==> src/rtl/pdp_pkg.sv <==
// Shared constants and elaboration helpers for the PDP RAM read/write agents.
package pdp_pkg;

    localparam string PDP_REGMODE_REG   = "reg";
    localparam string PDP_REGMODE_NOREG = "noreg";

    // Edges from address capture to sampled read data; the output register adds one.
    function automatic int pdp_latency(input bit noreg);
        return noreg ? 1 : 2;
    endfunction

    function automatic int pdp_clog2(input int value);
        int r;
        r = 0;
        while ((1 << r) < value) begin
            r = r + 1;
        end
        return r;
    endfunction

endpackage

==> src/rtl/pdp_rsp_fifo.sv <==
// Response buffer for the read agent: synchronous FIFO, power-of-two depth,
// pointers wrap naturally and the count carries one extra bit to tell full from empty.
module pdp_rsp_fifo
    import pdp_pkg::*;
#(
    parameter int WIDTH = 20,
    parameter int DEPTH = 4,
    localparam int PTR_W = pdp_clog2(DEPTH),
    localparam int CNT_W = PTR_W + 1
) (
    input  logic             clk_i,
    input  logic             rst_i,
    input  logic             push_i,
    input  logic [WIDTH-1:0] wdata_i,
    input  logic             pop_i,
    output logic [WIDTH-1:0] rdata_o,
    output logic             empty_o,
    output logic [CNT_W-1:0] count_o
);

    logic [WIDTH-1:0] mem_q [DEPTH];
    logic [PTR_W-1:0] wr_ptr_q, rd_ptr_q;
    logic [CNT_W-1:0] count_q, count_d;
    logic             do_push, do_pop;

    assign do_push = push_i && (count_q != CNT_W'(DEPTH));
    assign do_pop  = pop_i && (count_q != '0);
    assign count_d = count_q + CNT_W'(do_push) - CNT_W'(do_pop);

    always_ff @(posedge clk_i or posedge rst_i) begin
        if (rst_i) begin
            wr_ptr_q <= '0;
            rd_ptr_q <= '0;
            count_q  <= '0;
        end else begin
            if (do_push) wr_ptr_q <= wr_ptr_q + 1'b1;
            if (do_pop)  rd_ptr_q <= rd_ptr_q + 1'b1;
            count_q <= count_d;
        end
    end

    // Storage needs no reset: an entry is only read after it has been written.
    always_ff @(posedge clk_i) begin
        if (do_push) mem_q[wr_ptr_q] <= wdata_i;
    end

    assign rdata_o = mem_q[rd_ptr_q];
    assign empty_o = (count_q == '0);
    assign count_o = count_q;

endmodule

==> src/rtl/pdp_read_agent.sv <==
// Read-side agent for a pseudo-dual-port RAM: issues reads on a credit basis,
// tracks them through the RAM pipeline and returns data plus ECC flags in order.
module pdp_read_agent
    import pdp_pkg::*;
#(
    parameter int    RADDR_WIDTH = 10,
    parameter int    RDATA_WIDTH = 18,
    parameter string REGMODE     = "reg",
    parameter int    RESP_DEPTH  = 4
) (
    input  logic                   rd_clk_i,
    input  logic                   rst_i,
    input  logic                   req_valid_i,
    output logic                   req_ready_o,
    input  logic [RADDR_WIDTH-1:0] req_addr_i,
    output logic                   rsp_valid_o,
    input  logic                   rsp_ready_i,
    output logic [RDATA_WIDTH-1:0] rsp_data_o,
    output logic [1:0]             rsp_err_o,
    output logic                   ram_rd_en_o,
    output logic                   ram_rd_clk_en_o,
    output logic                   ram_rd_out_clk_en_o,
    output logic [RADDR_WIDTH-1:0] ram_rd_addr_o,
    input  logic [RDATA_WIDTH-1:0] ram_rd_data_i,
    input  logic                   ram_one_err_i,
    input  logic                   ram_two_err_i,
    output logic [15:0]            rsp_cnt_o
);

    localparam bit IS_NOREG = (REGMODE == PDP_REGMODE_NOREG);
    localparam int LAT      = pdp_latency(IS_NOREG);
    localparam int PTR_W    = pdp_clog2(RESP_DEPTH);
    localparam int CNT_W    = PTR_W + 1;
    localparam int FIFO_W   = RDATA_WIDTH + 2;

    logic [LAT-1:0]    infl_q, infl_d;
    logic              ready_en_q;
    logic [15:0]       rsp_cnt_q, rsp_cnt_d;
    logic [CNT_W-1:0]  fifo_count, infl_count;
    logic [CNT_W:0]    outstanding;
    logic              accept, push, pop, fifo_empty;
    logic [FIFO_W-1:0] fifo_head;

    always_comb begin
        infl_count = '0;
        for (int i = 0; i < LAT; i++) begin
            infl_count = infl_count + CNT_W'(infl_q[i]);
        end
    end

    // Credit counts both buffered and in-flight reads, so the FIFO can never overflow
    // and ready never looks at rsp_ready_i.
    assign outstanding = {1'b0, fifo_count} + {1'b0, infl_count};
    assign req_ready_o = ready_en_q && (outstanding < (CNT_W + 1)'(RESP_DEPTH));
    assign accept      = req_valid_i && req_ready_o;

    assign ram_rd_en_o         = accept;
    assign ram_rd_addr_o       = req_addr_i;
    assign ram_rd_clk_en_o     = IS_NOREG ? accept : (accept | infl_q[0]);
    assign ram_rd_out_clk_en_o = accept | infl_q[0];

    assign infl_d    = (infl_q << 1) | LAT'(accept);
    assign push      = infl_q[LAT-1];
    assign pop       = rsp_valid_o && rsp_ready_i;
    assign rsp_cnt_d = rsp_cnt_q + 16'(pop);

    always_ff @(posedge rd_clk_i or posedge rst_i) begin
        if (rst_i) begin
            infl_q     <= '0;
            ready_en_q <= 1'b0;
            rsp_cnt_q  <= '0;
        end else begin
            infl_q     <= infl_d;
            ready_en_q <= 1'b1;
            rsp_cnt_q  <= rsp_cnt_d;
        end
    end

    pdp_rsp_fifo #(
        .WIDTH (FIFO_W),
        .DEPTH (RESP_DEPTH)
    ) u_rsp_fifo (
        .clk_i   (rd_clk_i),
        .rst_i   (rst_i),
        .push_i  (push),
        .wdata_i ({ram_two_err_i, ram_one_err_i, ram_rd_data_i}),
        .pop_i   (pop),
        .rdata_o (fifo_head),
        .empty_o (fifo_empty),
        .count_o (fifo_count)
    );

    // Head is masked while empty so stale storage never shows on the response port.
    assign rsp_valid_o = !fifo_empty;
    assign rsp_data_o  = rsp_valid_o ? fifo_head[RDATA_WIDTH-1:0] : '0;
    assign rsp_err_o   = rsp_valid_o ? fifo_head[FIFO_W-1 -: 2] : 2'b00;
    assign rsp_cnt_o   = rsp_cnt_q;

endmodule
==> config.mk <==
export PLATFORM = sky130hd
export DESIGN_NAME = pdp_read_agent
export DESIGN_NICKNAME = d
export VERILOG_FILES = /design/src/rtl/pdp_pkg.sv /design/src/rtl/pdp_rsp_fifo.sv /design/src/rtl/pdp_read_agent.sv
export SDC_FILE = /design/constraint.sdc
export NUM_CORES = 1
export LEC_CHECK = 0
export ABC_CLOCK_PERIOD_IN_PS = 2500
export CELL_PAD_IN_SITES_DETAIL_PLACEMENT = 1
export CELL_PAD_IN_SITES_GLOBAL_PLACEMENT = 1
export CORE_AREA = 2 2 108 110
export CTS_CLUSTER_SIZE = 16
export DETAILED_ROUTE_END_ITERATION = 10
export DIE_AREA = 0 0 110 112
export HOLD_SLACK_MARGIN = 0.08
export PLACE_DENSITY = 0.85
export SLEW_MARGIN = 10
export SYNTH_ARGS = -nofsm -noshare
export SYNTH_HDL_FRONTEND = slang
export SYNTH_SLANG_ARGS = --single-unit
==> constraint.sdc <==
create_clock -name rd_clk_i -period 2.5 [get_ports rd_clk_i]
set_input_delay 0.25 -clock rd_clk_i [delete_from_list [all_inputs] [get_ports rd_clk_i]]
set_output_delay 0.25 -clock rd_clk_i [all_outputs]
set_load 0.01 [all_outputs]
Word-level counts from Yosys, hierarchy flattened
Memories as Yosys holds them, arrays and structs flattened.
Index checks and enable logic that the tools add are counted.
{"block": "totals", "ff_bits": 26, "inputBits": 34, "output_inout_bits": 51, "memories": 1, "wordCells": 30, "ramBits": 80}
{"name": "u_rsp_fifo.mem_q", "depth": 4, "word_bits": 20, "read_ports": 1, "rd_ports_with_merged_regs": 0, "wr": 1, "line": "pdp_rsp_fifo.sv:21", "rtl": "logic [WIDTH-1:0] mem_q [DEPTH];"}
{"block": "op_classes", "n_mux": 4, "n_eq_ne": 1, "order_cmp": 1, "n_bitwise": 2, "n_reduce_logical": 8, "n_addsub": 7}
{"op": "$mux W18", "n": 1}
{"op": "$add A16 B1 Y16", "n": 1}
{"op": "$logic_and A1 B1 Y1", "n": 5}
{"op": "$add A2 B1 Y2 const B", "n": 2}
{"op": "$add A3 B2 Y4", "n": 1}
{"op": "$lt A4 B3 Y1 const B", "n": 1}
{"op": "$add A3 B1 Y3", "n": 1}
{"op": "$logic_not A3 Y1", "n": 1}
{"op": "$ne A3 B3 Y1 const B", "n": 1}
{"op": "$reduce_bool A3 Y1", "n": 1}
{"op": "$sub A3 B1 Y3", "n": 1}
{"op": "$add A1 B1 Y2", "n": 1}
{"op": "$mux W1", "n": 2}
{"op": "$mux W2", "n": 1}
{"op": "$or A2 B1 Y2", "n": 1}
{"op": "$logic_not A1 Y1", "n": 1}
{"op": "$or A1 B1 Y1", "n": 1}

Depth between registers and ports, before layout
{"block": "logic_depth", "ltp_word": 6, "mapped_depth": 7, "depth_no_buf": 7}

Modules after synthesis
From an unflattened synthesis, not the netlist that was laid out.
{"block": "unflattened", "hier_cells": 250, "area_unflattened_um2": 4445.5}
{"module": "pdp_rsp_fifo", "instances": 1, "cells_per_inst": 146, "seq_area_each_um2": 2577.5, "area_per_inst_um2": 3359.5}
{"module": "pdp_read_agent", "instances": 1, "cells_per_inst": 104, "seq_area_each_um2": 475.5, "area_per_inst_um2": 1086.0}

Least setup slack after synthesis
Ideal clock, no wire load.
{"block": "synth_path", "path_type": "reg-to-reg", "startpoint": "register u_rsp_fifo.count_q[1] (netlist: u_rsp_fifo.count_o[1])", "endpoint": "register u_rsp_fifo.count_q[2] (netlist: u_rsp_fifo.count_o[2])", "period_less_slack_ps": 1910, "setup_time_ps": 122, "setup_slack_ps": 590, "required_ps": 2378, "n_path_buf": 0, "t_arrival_ps": 1789, "stages_incl_launch_ff": 8, "cell_sequence": "dfrtp_1 -> o31a_1 -> ha_1 -> inv_1 -> ha_1 -> inv_1 -> fa_1 -> xor2_1"}
{"block": "synth_via", "elab_chain_cells": 5}
{"element": "from (decl)", "line": "pdp_rsp_fifo.sv:23", "rtl": "logic [CNT_W-1:0] count_q, count_d;"}
{"element": "from (signal assigned)", "line": "pdp_rsp_fifo.sv:38", "rtl": "count_q <= count_d;"}
{"element": "$logic_not A3 Y1", "line": "pdp_rsp_fifo.sv:48", "rtl": "assign empty_o = (count_q == '0);"}
{"element": "$logic_not A1 Y1", "line": "pdp_read_agent.sv:94", "rtl": "assign rsp_valid_o = !fifo_empty;"}
{"element": "$logic_and A1 B1 Y1", "line": "pdp_read_agent.sv:64", "rtl": "assign pop = rsp_valid_o && rsp_ready_i;"}
{"element": "$logic_and A1 B1 Y1 *", "line": "pdp_rsp_fifo.sv:27", "rtl": "assign do_pop = pop_i && (count_q != '0);"}
{"element": "via u_rsp_fifo.do_pop", "line": "pdp_rsp_fifo.sv:24", "rtl": "logic do_push, do_pop;"}
{"element": "$sub A3 B1 Y3 *", "line": "pdp_rsp_fifo.sv:28", "rtl": "assign count_d = count_q + CNT_W'(do_push) - CNT_W'(do_pop);"}
{"element": "via u_rsp_fifo.count_d[2]", "line": "pdp_rsp_fifo.sv:23"}
The timed path passes the listed nets; every way through them passes the cells marked *.
A chain may end at the register's enable or synchronous reset.

Worst setup path in the final report
{"block": "layout_path", "startpoint": "register u_rsp_fifo.rd_ptr_q[0]", "endpoint": "output rsp_data_o[17]"}
{"block": "layout_via", "elab_chain_cells": 2}
{"element": "from (decl)", "line": "pdp_rsp_fifo.sv:22", "rtl": "logic [PTR_W-1:0] wr_ptr_q, rd_ptr_q;"}
{"element": "from (signal assigned)", "line": "pdp_rsp_fifo.sv:37", "rtl": "if (do_pop) rd_ptr_q <= rd_ptr_q + 1'b1;"}
{"element": "$mem_v2 Z4 W20"}
{"element": "$mux W18", "line": "pdp_read_agent.sv:95", "rtl": "assign rsp_data_o = rsp_valid_o ? fifo_head[RDATA_WIDTH-1:0] : '0;"}
{"element": "to (decl)", "line": "pdp_read_agent.sv:18", "rtl": "output logic [RDATA_WIDTH-1:0] rsp_data_o,"}
No other way between the ends.

==> metrics.md <==
| Metric | Value |
|---|---|
| Via count | 2,317 |
| Max Root-Sink Buffers | 2 |
| Outcome | finished, violations left |
| Vias in the first global route | 2,541 |
| Setup slack, reg-to-reg | 0.46 ns |
| Critical path fanouts, max | 12 |
| Hold-fix buffers, CTS | 0 |
| RSZ-0062 raised after global routing | true |
| Dpl hpwl | 6028 um |
| Critical Path Max Stage Delay | 0.61 ns |
| Clk sinks | 106 |
| Initial Util | 0.3920 |
| Die height | 112 um |
| Synth Instances | 248 |
| Crit start category | register |
| Wirelength per Cell | 18.89 um |
| Placed instance count | 445 |
| Worst-Skew Late Latency | 0.34 ns |
| CP endpoint kind | output port |
| Slew Limit Fails | 0 |
| FP Rows | 39 |
| Register area share after synthesis | 0.6969 |
| P&R area growth vs syn | 24.99% |
| Ports | 85 |
| Critical path cell sequence | buf_6 > mux4_1 > and2_1 > clkdlybuf4s50_1 |
| Flops & latches, synth | 106 |
| Post-synth EDFFs | 80 |
| Port bufs | 64 |
| Post-synthesis cell type count | 33 |
| Main synth FF type | edfxtp_1 |
| Fraction of layout cells with a size suffix above 1 | 0.1536 |
| Leakage | 1.984 nW |
| # H-tree levels | 3 |
| Worst-path clk slew | 0.07 ns |
| Setup CP Type | register to output port |
| Xor and xnor area share after synthesis | 0.03599 |
| Final wirelength | 8727 um |
| CORE AREA | 11,170 um^2 |
| Maxcap violations | 0 |
| GRT Overall Usage | 0.1513 |
| Synth async-reset ratio | 0.2453 |
| Post-DRT Antenna Nets | 0 |
| Die X | 110 um |
| Drt initial violations | 108 |
| CP arrival | 2.26 ns |
| Fin. Hold Viols | 0 |
| Initial antenna violation count | 0 |
| CTS tree | done |
| Total chip power | 5.745 mW |
| R2r startpoint | u_rsp_fifo.count_o[1] |
| Setup TNS | -0.008496 ns |
| Setup slack after layout | -0.008496 ns |
| Mux share of post-synthesis cell area | 0.1071 |
| CTS root buf | clkbuf_16 |
| Inserted Diodes | 0 |
| Die ar. | 12,320 um^2 |
| Post-synthesis simple-gate area fraction | 0.07312 |
| Syn Area/Cell | 17.66 um^2 |
| Pin count of the biggest net entering global routing | 27 |
| TritonCTS Buffers | 9 |
| Final hold slack | 0.2778 ns |
| Cell Pwr Density | 1049 nW/um^2 |
| Synth warnings | 0 |
| Non-Filler Instances | 462 |
| # DRC | 0 |
| R2R cell count | 7 |
| Mapped Area | 4380 um^2 |
| Tcrit/Tclk final | 1.003 |
| Setup violators final | 1 |
| GR Overflow Total | 0 |
| Max Freq | 398.6 MHz |
| Period minus WS final | 2.508 ns |
| TritonRoute pass-1 iters | 4 |
| Final nets | 359 |
| Worst EP required | 2.25 ns |
| Synth Area in Compound Gates | 0.01600 |
| Synth Area in Adders | 0.03313 |
| VDD IR max | 0.0004247 V |
| First-pass GRT wire length | 13,640 um |
| Drt via density | 5.015 |
| Syn Nets | 293 |
| Setup Skew | 0.007986 ns |
| RePlAce Congestion | 0.7141 |
| Slowest cell on crit path | mux4_1 |
| Largest family of logic cells by synthesized area | multiplexers |
| Worst hold path type | input port to asynchronous set/reset pin |
| FF-to-FF End | u_rsp_fifo.count_o[2] |
| Violated checks | negative setup slack |
[worst max path at each step]
stage                                 from                    end  cells after the start
global placement               rsp_ready_i  u_rsp_fifo.count_o[2]                      8
finish              u_rsp_fifo.rd_ptr_q[0]         rsp_data_o[17]                      4
global route        u_rsp_fifo.rd_ptr_q[0]         rsp_data_o[17]                      4
floorplan            u_rsp_fifo.count_o[1]  u_rsp_fifo.count_o[2]                      7
CTS                 u_rsp_fifo.rd_ptr_q[0]         rsp_data_o[17]                      4
detailed placement   u_rsp_fifo.count_o[1]         rsp_data_o[13]                      3
[logic make-up (layout without fill, tap and decap cells)]
logic type                 count (synthesis)  in the layout
muxes                                     21             21
adders and majority gates                 11             11
other                                      1              1
DFF                                      106            106
and+or+nand+nor                           55             55
buffers and inverters                     27             98
xor gates and xnor gates                  18             18
AOI/OAI and AO/OA                          9              9
[power breakdown]
part	total, mW	internal (mW)	switching [mW]
combinational	2.07	1.19	0.881
clock	1.34	0.695	0.641
sequential	2.34	2.13	0.208
total	5.75	4.01	1.73
[timing repair]
| item | in CTS | in global routing |
|---|---|---|
| pin swaps | 0 | 1 |
| endpoints found under the setup margin | 24 | 14 |
| gates resized for setup | 4 | 5 |
| buffers inserted | 0 | 1 |
[final cells by class]
type	count	area [um^2]
fillers	1091	5699
flip-flops and latches	106	3054
multi-input cells	115	1175
repair buffers	74	750.7
clock buffers	9	225.2
well taps	143	178.9
clock inverters	7	61.31
inverters	8	30.03
[state kept, by name, summed over array words and instances, names as in the netlist]
register             count
u_rsp_fifo.rd_ptr_q      2
ready_en_q               1
u_rsp_fifo.wr_ptr_q      2
u_rsp_fifo.mem_q        80
rsp_cnt_o               16
infl_q                   2
u_rsp_fifo.count_o       3
[cells in the mapped netlist, types with 3 or more instances]
library cell / number / share of area
dfrtp_1: 26 / 0.15
ha_1: 10 / 0.029
buf_2: 3 / 0.0034
nand3_1: 6 / 0.0069
mux4_2: 18 / 0.093
and2_1: 26 / 0.037
buf_4: 11 / 0.019
nand2_1: 5 / 0.0043
xnor2_1: 11 / 0.022
clkbuf_1: 3 / 0.0026
nor2_1: 3 / 0.0026
inv_1: 8 / 0.0069
nand4_1: 7 / 0.010
nor4_1: 3 / 0.0043
edfxtp_1: 80 / 0.55
xor2_1: 7 / 0.014
[per-layer routing]
metal  wire length (um)  vias up  global-route usage
li1                   -     1058                   -
met1               3506     1185              0.1797
met2               4691       66              0.2642
met3                427        8             0.03981
met4                102        0             0.04895
met5                  0        -                   0
[layout by cell type (no fill, tap or decap), types with 2 or more instances in the layout]
cell / Yosys / layout
clkbuf_16: 0 / 9
nand3_1: 6 / 6
mux4_2: 18 / 18
o31a_1: 2 / 2
nand4_1: 7 / 7
buf_4: 11 / 6
nand2_1: 5 / 5
buf_6: 2 / 2
and2_1: 26 / 26
and4_1: 2 / 2
dlygate4sd2_1: 0 / 2
edfxtp_1: 80 / 80
clkinv_4: 0 / 2
ha_1: 10 / 10
dfrtp_1: 26 / 25
inv_1: 8 / 8
buf_12: 0 / 2
inv_8: 0 / 2
nor2_1: 3 / 3
nor4_1: 3 / 3
dlymetal6s2s_1: 0 / 2
xor2_1: 7 / 7
clkdlybuf4s50_1: 0 / 60
xnor2_1: 11 / 11
mux4_1: 2 / 2
[stage by stage]
step | setup WS (ns) | util | instance area (um^2)
after floorplan | 0.5895 | - | 4380
after global placement | 0.3385 | 0.4619 | 5161
after detailed placement | 0.2974 | 0.4619 | 5161
after CTS | -0.06210 | 0.4881 | 5454
after global routing | -0.07380 | 0.4900 | 5475
final | -0.008496 | 0.4900 | 5475
[worst max-delay path: cells and delay by family (launching register included)]
kind                   cells  cell delay [ns]
buffers and inverters      2             0.70
muxes                      1             0.61
DFF                        1             0.42
and+or+nand+nor            1             0.18
Power figures use the tool's default switching activity.
